File: src/rtl/hdb3_pkg.sv
// hdb3_pkg
// Shared types for the HDB3 receive-path clock recovery:
//   level_t - ternary slicer level (0, +1, -1)
//   state_t - clock recovery FSM state
package hdb3_pkg;

    typedef enum logic [1:0] {
        LVL_ZERO = 2'b00,
        LVL_POS  = 2'b01,
        LVL_NEG  = 2'b10
    } level_t;

    typedef enum logic [1:0] {
        IDLE   = 2'b00,
        ACQ    = 2'b01,
        LOCKED = 2'b10
    } state_t;

endpackage

File: src/rtl/hdb3_level_slicer.sv
// hdb3_level_slicer
// Registered ternary slicer for oversampled ADC words. Samples that fall in
// none of the three bands (the hold band) keep the previous level.
// Ports:
//   i_clk    - sample clock, rising edge
//   i_rst    - synchronous active-high reset (level -> LVL_ZERO)
//   i_data   - ADC sample, unsigned
//   o_level  - registered level, one cycle after i_data
module hdb3_level_slicer
    import hdb3_pkg::*;
#(
    parameter int unsigned    DW      = 8,
    parameter logic [DW-1:0]  POS_TH  = DW'(8'h58),
    parameter logic [DW-1:0]  ZERO_LO = DW'(8'h30),
    parameter logic [DW-1:0]  ZERO_HI = DW'(8'h3F),
    parameter logic [DW-1:0]  NEG_TH  = DW'(8'h0F)
) (
    input  logic          i_clk,
    input  logic          i_rst,
    input  logic [DW-1:0] i_data,
    output level_t        o_level
);

    level_t r_level;
    level_t w_level_d;

    always_comb begin
        w_level_d = r_level;
        if (i_data >= POS_TH) begin
            w_level_d = LVL_POS;
        end else if ((i_data >= ZERO_LO) && (i_data <= ZERO_HI)) begin
            w_level_d = LVL_ZERO;
        end else if (i_data <= NEG_TH) begin
            w_level_d = LVL_NEG;
        end
    end

    always_ff @(posedge i_clk) begin
        if (i_rst) begin
            r_level <= LVL_ZERO;
        end else begin
            r_level <= w_level_d;
        end
    end

    assign o_level = r_level;

endmodule

File: src/rtl/hdb3_clk_recover.sv
// hdb3_clk_recover
// Symbol clock and data recovery for the HDB3 receive path. Slices ADC words
// into ternary levels, detects level transitions and aligns a modulo-OSR
// phase counter to them.
// Ports:
//   clk_in    - ADC sample clock, rising edge
//   rst       - synchronous active-high reset
//   indata    - ADC sample
//   clk_out   - recovered 50 % duty symbol clock (high for ph >= OSR/2)
//   sym_valid - one-cycle strobe at mid-bit (ph == OSR/2)
//   sym       - ternary symbol valid with sym_valid (00 = 0, 01 = +1, 10 = -1)
//   locked    - high while the FSM is LOCKED
// Build option: define CLK_RECOVER_NUDGE_EN to make LOCKED-state edges pull
// the phase by one count instead of hard-realigning it.
module hdb3_clk_recover
    import hdb3_pkg::*;
#(
    parameter int unsigned    DW        = 8,
    parameter int unsigned    OSR       = 16,
    parameter logic [DW-1:0]  POS_TH    = DW'(8'h58),
    parameter logic [DW-1:0]  ZERO_LO   = DW'(8'h30),
    parameter logic [DW-1:0]  ZERO_HI   = DW'(8'h3F),
    parameter logic [DW-1:0]  NEG_TH    = DW'(8'h0F),
    parameter int unsigned    TOL       = 1,
    parameter int unsigned    LOCK_CNT  = 8,
    parameter int unsigned    LOSS_BITS = 6
) (
    input  logic          clk_in,
    input  logic          rst,
    input  logic [DW-1:0] indata,
    output logic          clk_out,
    output logic          sym_valid,
    output logic [1:0]    sym,
    output logic          locked
);

    localparam int unsigned     PH_W    = $clog2(OSR);
    localparam int unsigned     OK_W    = $clog2(LOCK_CNT + 1);
    localparam int unsigned     SIL_W   = $clog2(LOSS_BITS + 1);
    localparam logic [PH_W-1:0] PH_MAX  = PH_W'(OSR - 1);
    localparam logic [PH_W-1:0] PH_HALF = PH_W'(OSR / 2);
    localparam logic [SIL_W-1:0] SIL_MAX = SIL_W'(LOSS_BITS);

    level_t           w_level;
    level_t           r_level_prev;
    state_t           r_state, w_state_d;
    logic [PH_W-1:0]  r_ph, w_ph_d;
    logic [OK_W-1:0]  r_ok_cnt, w_ok_d;
    logic [SIL_W-1:0] r_silence_cnt, w_sil_d;
    logic             r_clk_out, r_sym_valid, r_locked;
    level_t           r_sym;

    logic             w_edge, w_wrap, w_on_time, w_strobe_d;
    logic [31:0]      w_ph_u, w_err;

    hdb3_level_slicer #(
        .DW      (DW),
        .POS_TH  (POS_TH),
        .ZERO_LO (ZERO_LO),
        .ZERO_HI (ZERO_HI),
        .NEG_TH  (NEG_TH)
    ) u_slicer (
        .i_clk   (clk_in),
        .i_rst   (rst),
        .i_data  (indata),
        .o_level (w_level)
    );

    assign w_edge    = (w_level != r_level_prev);
    assign w_wrap    = (r_state != IDLE) && (r_ph == PH_MAX);
    assign w_ph_u    = 32'(r_ph);
    // Distance of the edge from phase 0, measured both ways round the circle.
    assign w_err     = (w_ph_u <= OSR / 2) ? w_ph_u : (OSR - w_ph_u);
    assign w_on_time = (w_ph_u <= TOL) || (w_ph_u >= OSR - TOL);

    always_comb begin
        w_state_d = r_state;
        w_ph_d    = r_ph;
        w_ok_d    = r_ok_cnt;
        w_sil_d   = r_silence_cnt;

        if (r_state != IDLE) begin
            w_ph_d = (r_ph == PH_MAX) ? '0 : r_ph + PH_W'(1);
        end

        // An edge beats a simultaneous wrap.
        if (w_edge) begin
            w_sil_d = '0;
        end else if (w_wrap && (r_silence_cnt != SIL_MAX)) begin
            w_sil_d = r_silence_cnt + SIL_W'(1);
        end

        unique case (r_state)
            IDLE: begin
                if (w_edge) begin
                    // The acquiring edge sits at phase 0, so it is the first
                    // on-time edge.
                    w_ph_d    = '0;
                    w_ok_d    = OK_W'(1);
                    w_state_d = (LOCK_CNT <= 1) ? LOCKED : ACQ;
                end
            end
            ACQ: begin
                if (w_edge) begin
                    w_ph_d = '0;
                    if (w_on_time) begin
                        if (32'(r_ok_cnt) + 32'd1 >= LOCK_CNT) begin
                            w_state_d = LOCKED;
                            w_ok_d    = '0;
                        end else begin
                            w_ok_d = r_ok_cnt + OK_W'(1);
                        end
                    end else begin
                        w_ok_d = '0;
                    end
                end
            end
            LOCKED: begin
                if (w_edge) begin
                    if (w_err > OSR / 4) begin
                        w_state_d = ACQ;
                        w_ph_d    = '0;
                        w_ok_d    = '0;
                    end else begin
`ifdef CLK_RECOVER_NUDGE_EN
                        // ph == 0 keeps the normal increment.
                        if (r_ph != '0) begin
                            if (r_ph < PH_HALF) begin
                                w_ph_d = r_ph;
                            end else if (r_ph == PH_MAX) begin
                                w_ph_d = PH_W'(1);
                            end else if (r_ph == PH_MAX - PH_W'(1)) begin
                                w_ph_d = '0;
                            end else begin
                                w_ph_d = r_ph + PH_W'(2);
                            end
                        end
`else
                        w_ph_d = '0;
`endif
                    end
                end else if (w_wrap && (32'(r_silence_cnt) + 32'd1 >= LOSS_BITS)) begin
                    w_state_d = ACQ;
                    w_ok_d    = '0;
                end
            end
            default: begin
                w_state_d = IDLE;
                w_ph_d    = '0;
                w_ok_d    = '0;
                w_sil_d   = '0;
            end
        endcase
    end

    // Outputs are registered from next-state so they line up with r_ph. The
    // strobe samples the level ahead of any edge landing in the strobe cycle.
    assign w_strobe_d = (w_state_d != IDLE) && (w_ph_d == PH_HALF);

    always_ff @(posedge clk_in) begin
        if (rst) begin
            r_state       <= IDLE;
            r_ph          <= '0;
            r_ok_cnt      <= '0;
            r_silence_cnt <= '0;
            r_level_prev  <= LVL_ZERO;
            r_clk_out     <= 1'b0;
            r_sym_valid   <= 1'b0;
            r_sym         <= LVL_ZERO;
            r_locked      <= 1'b0;
        end else begin
            r_state       <= w_state_d;
            r_ph          <= w_ph_d;
            r_ok_cnt      <= w_ok_d;
            r_silence_cnt <= w_sil_d;
            r_level_prev  <= w_level;
            r_clk_out     <= (w_state_d != IDLE) && (w_ph_d >= PH_HALF);
            r_sym_valid   <= w_strobe_d;
            if (w_strobe_d) begin
                r_sym <= w_level;
            end
            r_locked      <= (w_state_d == LOCKED);
        end
    end

    assign clk_out   = r_clk_out;
    assign sym_valid = r_sym_valid;
    assign sym       = r_sym;
    assign locked    = r_locked;

endmodule
File: config.mk
export PLATFORM = sky130hd
export DESIGN_NAME = hdb3_clk_recover
export DESIGN_NICKNAME = d
export VERILOG_FILES = /design/src/rtl/hdb3_pkg.sv /design/src/rtl/hdb3_level_slicer.sv /design/src/rtl/hdb3_clk_recover.sv
export SDC_FILE = /design/constraint.sdc
export NUM_CORES = 1
export LEC_CHECK = 0
export BUFFER_PORTS_ARGS = -buffer_cell sky130_fd_sc_hd__buf_2
export CELL_PAD_IN_SITES_DETAIL_PLACEMENT = 2
export CELL_PAD_IN_SITES_GLOBAL_PLACEMENT = 2
export CORE_MARGIN = 10
export CORE_UTILIZATION = 34
export DETAILED_ROUTE_END_ITERATION = 16
export PLACE_DENSITY = 0.86
export SLEW_MARGIN = 20
export SYNTH_ARGS = -nofsm -noshare
export SYNTH_HDL_FRONTEND = slang
export SYNTH_SLANG_ARGS = --single-unit
File: constraint.sdc
create_clock -name clk_in -period 2 [get_ports clk_in]
set_input_delay 0.1 -clock clk_in [delete_from_list [all_inputs] [get_ports clk_in]]
set_output_delay 0.1 -clock clk_in [all_outputs]
set_load 0.05 [all_outputs]
==> results of run 1 <==
-- path summary, 6_finish.rpt --
kind,start,depth (start not counted),to,slack (ns)
worst max-delay path,r_silence_cnt[0],7,r_ok_cnt[2],0.07
worst min-delay path,indata[5],3,u_slicer.o_level[0],0.16
worst max register to register,r_silence_cnt[0],7,r_ok_cnt[2],0.07
worst min register to register,r_ok_cnt[3],1,r_ok_cnt[3],0.51
-- logic make-up after synthesis --
family | count (synthesis)
buffers and inverters | 13
muxes | 5
xor gates and xnor gates | 6
and+or+nand+nor | 56
AOI/OAI and AO/OA | 32
adders and majority gates | 9
DFF | 22
-- what timing repair did --
action,CTS,global route
pin swaps,1,8
gates resized for setup,2,23
endpoints found under the setup margin,4,7
endpoints found under the hold margin,1,0
hold buffers,1,0
setup buffers,1,4
-- layout make-up --
cell class | count | area share (%)
Clock buffer | 4 | 3.50
Inverter | 9 | 2.46
Multi-Input combinational cell | 108 | 53.3
Sequential cell | 22 | 28.5
Tap cell | 48 | 3.82
Timing Repair Buffer | 21 | 8.43
-- per-layer routing --
metal	vias to the layer above	global-route usage (%)
li1	543	-
met1	537	12.9
met2	13	22.6
met3	5	2.10
met4	0	3.46
met5	-	0
-- state kept, by name (all words and copies together), names as in the netlist --
| register | count |
|---|---|
| r_ok_cnt | 4 |
| r_ph | 4 |
| r_silence_cnt | 3 |
| r_level_prev | 2 |
| r_state | 2 |
| sym | 2 |
| u_slicer.o_level | 2 |
| clk_out | 1 |
| locked | 1 |
| sym_valid | 1 |
-- layout by cell type (no fill, tap or decap), types with 3 or more instances in the layout --
cell type,instances
ha_1,4
o21ai_0,4
nor2b_1,6
a211oi_1,3
dfxtp_1,17
a21oi_1,8
clkbuf_8,4
a31oi_1,3
a21oi_2,3
nand3_1,4
dfxtp_2,4
nor2_1,13
ha_4,3
mux2i_1,5
buf_4,9
xor2_1,4
nand2_1,11
inv_1,6
buf_2,11
nor3_1,4
or3_1,3
-- stage by stage --
step                util, %  setup WS (ns)
floorplan                 -          0.172
global placement       38.1         0.0673
detailed placement     38.1        -0.0811
CTS                    40.3       0.000103
global route           43.7        -0.0103
finish                 43.7         0.0680
-- critical path, delay by kind of cell, from the launching register on --
kind                     cells  cell delay (ns)
AO/OA/AOI/OAI                5             0.99
adder cells (fa/ha/maj)      1             0.21
flip-flops                   1             0.37
AND/OR/NAND/NOR              1             0.25
-- power breakdown --
group | internal, µW | switching [µW]
clock network | 176 | 161
registers | 449 | 16.8
logic | 78.2 | 101
==> flow_summary.json, run 1 <==
{
  "status": "complete, no violations",
  "ios": 15,
  "routabilityCongestion": 0.778,
  "wl_met3_um": 79,
  "cts_tree": "yes",
  "top_layer_used": "met4",
  "path_clk_slew_ns": 0.08,
  "cts-root-buf": "clkbuf_8",
  "yosysMostFrequentCell": "dfxtp_1",
  "power_density_mw_per_mm2": 624,
  "ir_drop_mv": 0.296,
  "setup_viol": 0,
  "areaGrowthSynthToFinish_pct": 25.2,
  "synth_commonest_cells": "dfxtp_1, nor2_1, a21oi_1, nand2_1",
  "first_global_vias": 1264,
  "htree_levels": 1,
  "die_h_um": 80.8,
  "seq_area_um2": 449,
  "path_cells": "ha_2 > or2b_1 > a21oi_2 > o21ai_4 > a221oi_4 > a21boi_2 > o22ai_1",
  "drt_pass1_iterations": 4,
  "drv_cap": 0,
  "required_ns": 2.16,
  "drt-vias-per-instance": 5.18,
  "hold_ws_ns": 0.158,
  "fmax_mhz": 518,
  "post-route-period-util_pct": 96.6,
  "hold_viol_final": 0,
  "clkSinkCount": 22,
  "synth_xor_area_share_pct": 4.18,
  "finalNonFillerCells": 212,
  "synth.top_cell.area_share_pct": 35.0,
  "synth-edff-count": 0,
  "synthCells": 143,
  "fin_tns_setup_ns": 0,
  "clk_latency_ns": 0.27,
  "finalPower_uw": 982,
  "layout-drive-gt1-share_pct": 31.1,
  "synthMuxAreaShare_pct": 3.98,
  "synth.cell_area_mm2": 0.00126,
  "fin_skew_ns": 0.000794,
  "arrival_ns": 2.09,
  "synth_area_leaders": "dfxtp_1, ha_1, a21oi_1",
  "core_mm2": 0.00361,
  "start_kind": "flip-flop",
  "n_antenna_cell": 0,
  "multi_input_area_um2": 838,
  "slew_headroom_pct": 65.4,
  "grt_start_max_net_pins": 16,
  "start_util_pct": 34.9,
  "path_class": "reg2reg",
  "synthArstFlopShare_pct": 0,
  "io_buffers": 11,
  "cts-buffers-inserted": 3,
  "drv_slew": 0,
  "yosys.area.top_type": "dfxtp_1",
  "synth_top_family_by_area": "simple AND/OR/NAND/NOR gates",
  "drcViolationCount": 0,
  "synth_compound_area_share_pct": 19.6,
  "cpPeakStageDelay_ns": 0.41,
  "synth_warnings": 0,
  "antenna_left": 0,
  "die_area_mm2": 0.00653,
  "hold_class": "in2reg",
  "yosysUniqueCellTypes": 39,
  "grt-ovfl-total": 0,
  "dr_wl_met2_um": 2010,
  "num_vias": 1098,
  "ys_seq_elements": 22,
  "drt-initial-drc-count": 25,
  "wl_met1_um": 1570,
  "grt_use_total_pct": 11.8,
  "yosys.area_share.simple_pct": 23.4,
  "ys_seq_area_share_pct": 35.0,
  "design_area_mm2": 0.00157,
  "worstPathMaxFanout": 6,
  "dieWidth_um": 80.8,
  "p_leak_uw": 0.000621,
  "synth_ff_type": "dfxtp_1",
  "nFillCells": 404,
  "clockBufferDepth": 2,
  "dp.final_hpwl_um": 2750,
  "wire_per_inst_um": 17.5,
  "antenna_found_initial": 0,
  "layout.nets": 184,
  "post-place-cells": 202,
  "cp-end-kind": "flip-flop",
  "synth_fp_nets": 162,
  "grt_pass1_wl_um": 6210,
  "fin_crit_ns": 1.93,
  "dpl-instance-area_mm2": 0.00138,
  "avgSynthCellArea_um2": 8.79,
  "routed_wirelength_um": 3710,
  "crit_slowest_cell": "a221oi_4",
  "synth_fa_ha_area_share_pct": 8.96,
  "fp-row-count": 22,
  "tightest_slew_ns": 0.515
}
Note: power is estimated with default switching activity, not from simulation.
==> run 2: changes to the inputs <==
CELL_PAD_IN_SITES_DETAIL_PLACEMENT = default   (was 2)
CELL_PAD_IN_SITES_GLOBAL_PLACEMENT = default   (was 2)
CORE_UTILIZATION = 38   (was 34)
PLACE_DENSITY = 0.66   (was 0.86)
==> flow_summary.json, run 2 (synthesis gave the netlist of run 1 again) <==
{
  "drcViolationCount": 0,
  "p_leak_uw": 0.000593,
  "drt-initial-drc-count": 47,
  "path_cells": "ha_1 > or2b_1 > a21oi_2 > o21ai_2 > a221oi_4 > a21boi_2 > o22ai_1",
  "fmax_mhz": 531,
  "post-place-cells": 197,
  "cts_tree": "yes",
  "num_vias": 1037,
  "hold_depth": 3,
  "setup_viol": 0,
  "antenna_left": 0,
  "power_density_mw_per_mm2": 657,
  "cts-buffers-inserted": 3,
  "arrival_ns": 2.09,
  "reg2regPathDepth": 7,
  "path_delay_family": "compound AO/OA/AOI/OAI gates",
  "final_common_cell": "dfxtp_1",
  "required_ns": 2.21,
  "cpPeakStageDelay_ns": 0.38,
  "start_util_pct": 40.5,
  "core_mm2": 0.00310,
  "critPathBufInv": 0,
  "cp-end-kind": "flip-flop",
  "routed_wirelength_um": 2500,
  "ios": 15,
  "finalNonFillerCells": 203,
  "setup_ws_ns": 0.117,
  "tightest_slew_ns": 0.484,
  "die_area_mm2": 0.00601,
  "io_buffers": 11,
  "slew_headroom_pct": 67.5,
  "htree_levels": 1,
  "cts-root-buf": "clkbuf_4",
  "crit_slowest_cell": "dfxtp_4",
  "clkSinkCount": 22,
  "start_kind": "flip-flop",
  "clk_latency_ns": 0.31,
  "reg_top3": "r_ok_cnt x4, r_ph x4, r_silence_cnt x3",
  "dieWidth_um": 77.5,
  "worstPathMaxFanout": 6,
  "grt_pass1_wl_um": 4360,
  "layout.nets": 179,
  "grt_use_total_pct": 8.43,
  "clockBufferDepth": 2,
  "hold_viol_final": 0,
  "grt-ovfl-total": 0,
  "fin_crit_ns": 1.88,
  "wire_per_inst_um": 12.3,
  "path_class": "reg2reg",
  "antenna_found_initial": 0,
  "status": "complete, no violations",
  "fp-row-count": 20,
  "ir_drop_mv": 0.470,
  "areaGrowthSynthToFinish_pct": 16.0,
  "n_antenna_cell": 0,
  "post-place-ws_ns": 0.0408,
  "fin_tns_setup_ns": 0,
  "first_global_vias": 1002,
  "post-route-period-util_pct": 94.2,
  "dp.final_hpwl_um": 1940,
  "layout-drive-gt1-share_pct": 22.6,
  "drv_cap": 0,
  "final_cell_mix": "dfxtp_1, nor2_1, nand2_1, buf_2, a21oi_1",
  "grt_start_max_net_pins": 16,
  "finish.utilization_pct": 47.0,
  "fin_skew_ns": 0.00666,
  "die_h_um": 77.5,
  "hold_class": "in2reg",
  "drv_slew": 0,
  "hold_ws_ns": 0.101,
  "routabilityCongestion": 0.855,
  "path_clk_slew_ns": 0.13,
  "drt_pass1_iterations": 4,
  "cp.depth": 7,
  "drt-vias-per-instance": 5.11
}
==> run 2: cell count changes in the layout (fill, tap and decap cells not counted), moves of 2 or more <==
cell	delta
buf_4	-5
clkbuf_8	-4
clkbuf_4	+3
ha_1	+3
ha_4	-3
a21oi_1	+2
a21oi_2	-2
dfxtp_1	+2
dfxtp_2	-2
inv_4	-2
==> run 2: stage by stage <==
stage                     total power, µW  area (µm²)
after floorplan                       582        1260
after global placement                614        1360
after detailed placement              619        1360
after CTS                             957        1430
after global routing                 1010        1460
final                                 958        1460
==> run 2: power breakdown <==
group / internal, µW / switching, µW
logic: 68.0 / 83.5
clock network: 203 / 139
registers: 450 / 15.6
total: 720 / 238
==> run 2: worst register-to-register path: cells and delay by family (launching register included) <==
family                     cells  cell delay (ns)
AOI/OAI and AO/OA              5             0.92
DFF                            1             0.38
and+or+nand+nor                1             0.25
adders and majority gates      1             0.23
==> run 2: path summary, 6_finish.rpt <==
kind / start / slack [ns] / to
max reg2reg: r_silence_cnt[0] / 0.12 / r_ok_cnt[2]
min reg2reg: r_ok_cnt[2] / 0.50 / r_ok_cnt[2]
min: indata[4] / 0.10 / u_slicer.o_level[1]
max: r_silence_cnt[0] / 0.12 / r_ok_cnt[2]
==> run 2: area by class of cell <==
class	count	area, µm²
fillers	319	1640
multi-input cells	108	776
flip-flops and latches	22	447
repair buffers	16	95.1
well taps	44	55.1
inverters	9	33.8
clock inverters	1	30.0
clock buffers	3	22.5
==> run 2: timing repair <==
item                                    CTS  global route
endpoints found under the setup margin    0             5
resized for setup                         0            11
setup buffers                             0             1
hold buffers                              1             0
endpoints found under the hold margin     1             0
==> run 2: metal layers <==
| metal | vias to the layer above | track usage (%) | wire length [µm] |
|---|---|---|---|
| met5 | - | 0 | 0 |
| met4 | 0 | 2.74 | 22 |
| met3 | 2 | 2.65 | 93 |
| met2 | 14 | 14.8 | 1200 |
| met1 | 484 | 9.43 | 1180 |
| li1 | 537 | - | - |
==> run 3: changes to the inputs <==
ABC_AREA = 1   (was default)
==> flow_summary.json, run 3 <==
{
  "synth_fa_ha_area_share_pct": 8.75,
  "cts_tree": "yes",
  "grt-ovfl-total": 0,
  "antenna_found_initial": 0,
  "io_buffers": 11,
  "ir_drop_mv": 0.289,
  "dieWidth_um": 78.2,
  "cts-root-buf": "clkbuf_4",
  "die_h_um": 78.2,
  "yosysUniqueCellTypes": 25,
  "fin_crit_ns": 1.77,
  "cts-buffers-inserted": 3,
  "power_density_mw_per_mm2": 600,
  "multi_input_area_um2": 731,
  "drt-vias-per-instance": 4.56,
  "synth_compound_area_share_pct": 9.14,
  "synth_commonest_cells": "nand2_1, inv_1, nor2_1, dfxtp_1, nand3_1",
  "synth-edff-count": 0,
  "drv_cap": 0,
  "required_ns": 2.21,
  "reg_top3": "r_ok_cnt x4, r_ph x4, r_silence_cnt x3",
  "routabilityCongestion": 0.825,
  "wire_per_inst_um": 9.58,
  "first_global_vias": 1040,
  "synthMuxAreaShare_pct": 0,
  "yosys.area.top_type": "dfxtp_1",
  "grt_pass1_wl_um": 4350,
  "path_clk_slew_ns": 0.12,
  "clockBufferDepth": 2,
  "htree_levels": 1,
  "n_antenna_cell": 0,
  "ys_seq_elements": 22,
  "core_mm2": 0.00331,
  "slew_headroom_pct": 77.8,
  "synth.cell_area_mm2": 0.00129,
  "dp.final_hpwl_um": 1870,
  "clk_latency_ns": 0.31,
  "synthCells": 190,
  "synth_top_family_by_area": "simple AND/OR/NAND/NOR gates",
  "status": "complete, no violations",
  "crit_slowest_cell": "dfxtp_2",
  "arrival_ns": 1.98,
  "cpPeakStageDelay_ns": 0.38,
  "grt_use_total_pct": 8.34,
  "areaGrowthSynthToFinish_pct": 11.0,
  "start_util_pct": 38.9,
  "hold_viol_final": 0,
  "start_kind": "flip-flop",
  "synth_ff_type": "dfxtp_1",
  "synth_xor_area_share_pct": 2.62,
  "hold_class": "in2reg",
  "tightest_slew_ns": 0.332,
  "setup_viol": 0,
  "synthArstFlopShare_pct": 0,
  "cp-end-kind": "flip-flop",
  "yosys.area_share.simple_pct": 36.2,
  "seq_area_um2": 443,
  "postCtsHoldBufs": 0,
  "postCtsSetupRepairBufs": 0,
  "reg2reg_from": "r_silence_cnt[0]",
  "path_cells": "inv_1 > ha_1 > nand2_1 > nand3_1 > nand2_1 > nand2_1 > nand2_1 > nand3_1 > nand3_2 > nor2_2 > nor2_2 > nor2_1 > nor2_1",
  "drcViolationCount": 0,
  "critPathBufInv": 1,
  "p_leak_uw": 0.000670,
  "ios": 15,
  "path_class": "reg2reg",
  "fp-row-count": 21,
  "synth.top_cell.area_share_pct": 34.2,
  "finish.utilization_pct": 43.2,
  "antenna_left": 0,
  "grt_start_max_net_pins": 15,
  "avgSynthCellArea_um2": 6.78,
  "synth_fp_nets": 209,
  "post-route-period-util_pct": 88.4,
  "routed_wirelength_um": 2400,
  "clkSinkCount": 22,
  "fin_tns_setup_ns": 0,
  "synth_warnings": 0,
  "drt-initial-drc-count": 74,
  "layout-drive-gt1-share_pct": 14.7,
  "nFillCells": 380,
  "final_common_cell": "nand2_1",
  "fin_skew_ns": 0.0119,
  "rsz0062_at_grt": "no",
  "yosysMostFrequentCell": "nand2_1",
  "drt_pass1_iterations": 4,
  "path_delay_family": "simple AND/OR/NAND/NOR gates",
  "worstPathMaxFanout": 5,
  "die_area_mm2": 0.00612,
  "num_vias": 1139,
  "ys_seq_area_share_pct": 34.2,
  "cpMostUsedCell": "nand2_1",
  "layout.nets": 225,
  "fmax_mhz": 566,
  "setup.worst_path.start": "r_silence_cnt[0]",
  "min_from": "indata[6]",
  "final_cell_mix": "nand2_1, inv_1, nor2_1",
  "synth_area_leaders": "dfxtp_1, nand2_1, ha_1",
  "drv_slew": 0
}
## run 3: changes by cell type in the layout (fill, tap and decap cells not counted), moves of 4 or more
cell	before	now
nand3_1	5	17
xor2_1	4	0
nor2_1	13	29
nand2_1	11	42
mux2i_1	5	0
nor2b_1	6	0
inv_1	7	29
## run 3: metal layers
metal / global-route usage (%) / wire length [µm] / part of all wire (%) / up-vias
met3: 2.05 / 95 / 4.0 / 4
met4: 3.76 / 40 / 1.7 / 0
li1: - / - / - / 629
met5: 0 / 0 / 0 / -
met2: 12.4 / 958 / 40 / 21
met1: 11.1 / 1300 / 54 / 485
## run 3: worst register-to-register path, cell delays in order (launching register included)
cell and delay, ns:
dfxtp_2 0.38, inv_1 0.06, ha_1 0.29, nand2_1 0.06
nand3_1 0.07, nand2_1 0.05, nand2_1 0.10, nand2_1 0.09
nand3_1 0.09, nand3_2 0.10, nor2_2 0.19, nor2_2 0.06
nor2_1 0.08, nor2_1 0.05
## run 3: cells by family (layout without fill, tap and decap cells)
| logic type | after synthesis | after routing |
|---|---|---|
| compound gates | 21 | 21 |
| fa+ha+maj | 9 | 9 |
| flops | 22 | 22 |
| simple gates | 104 | 104 |
| buf+inv | 31 | 45 |
| xor+xnor | 3 | 3 |
## run 3: final cells by class
cell class,count,area share [%]
Clock buffer,3,1.58
Inverter,30,7.88
Multi-Input combinational cell,137,51.1
Sequential cell,22,31.0
Tap cell,46,4.03
Timing Repair Buffer,12,4.38
## run 3: final timing paths
| path | endpoint | slack [ns] | cells after the start |
|---|---|---|---|
| worst min-delay path | u_slicer.o_level[1] | 0.07 | 4 |
| worst max register to register | sym[0] | 0.23 | 13 |
| worst max-delay path | sym[0] | 0.23 | 13 |
| worst min register to register | r_ok_cnt[3] | 0.48 | 2 |
## run 3: stage by stage
stage	power (µW)	setup slack, ns	hold WS [ns]	area, µm²	cells
after floorplan	627	0.397	0.178	1290	190
after global placement	666	0.194	0.401	1400	247
after detailed placement	667	0.186	0.408	1400	247
after CTS	867	0.157	0.0643	1430	250
after global routing	913	0.0110	0.0991	1430	250
final	858	0.232	0.0725	1430	250
## run 3: power by group
group	switching (µW)	leakage, µW	internal (µW)
sequential	18.9	0.000180	457
combinational	119	0.000477	63.0
clock	129	0.0000138	70.4
## run 3: timing repair
action,4_1_cts,5_1_grt
hold endpoints to repair,0,0
endpoints found under the setup margin,0,3
resized for setup,0,2
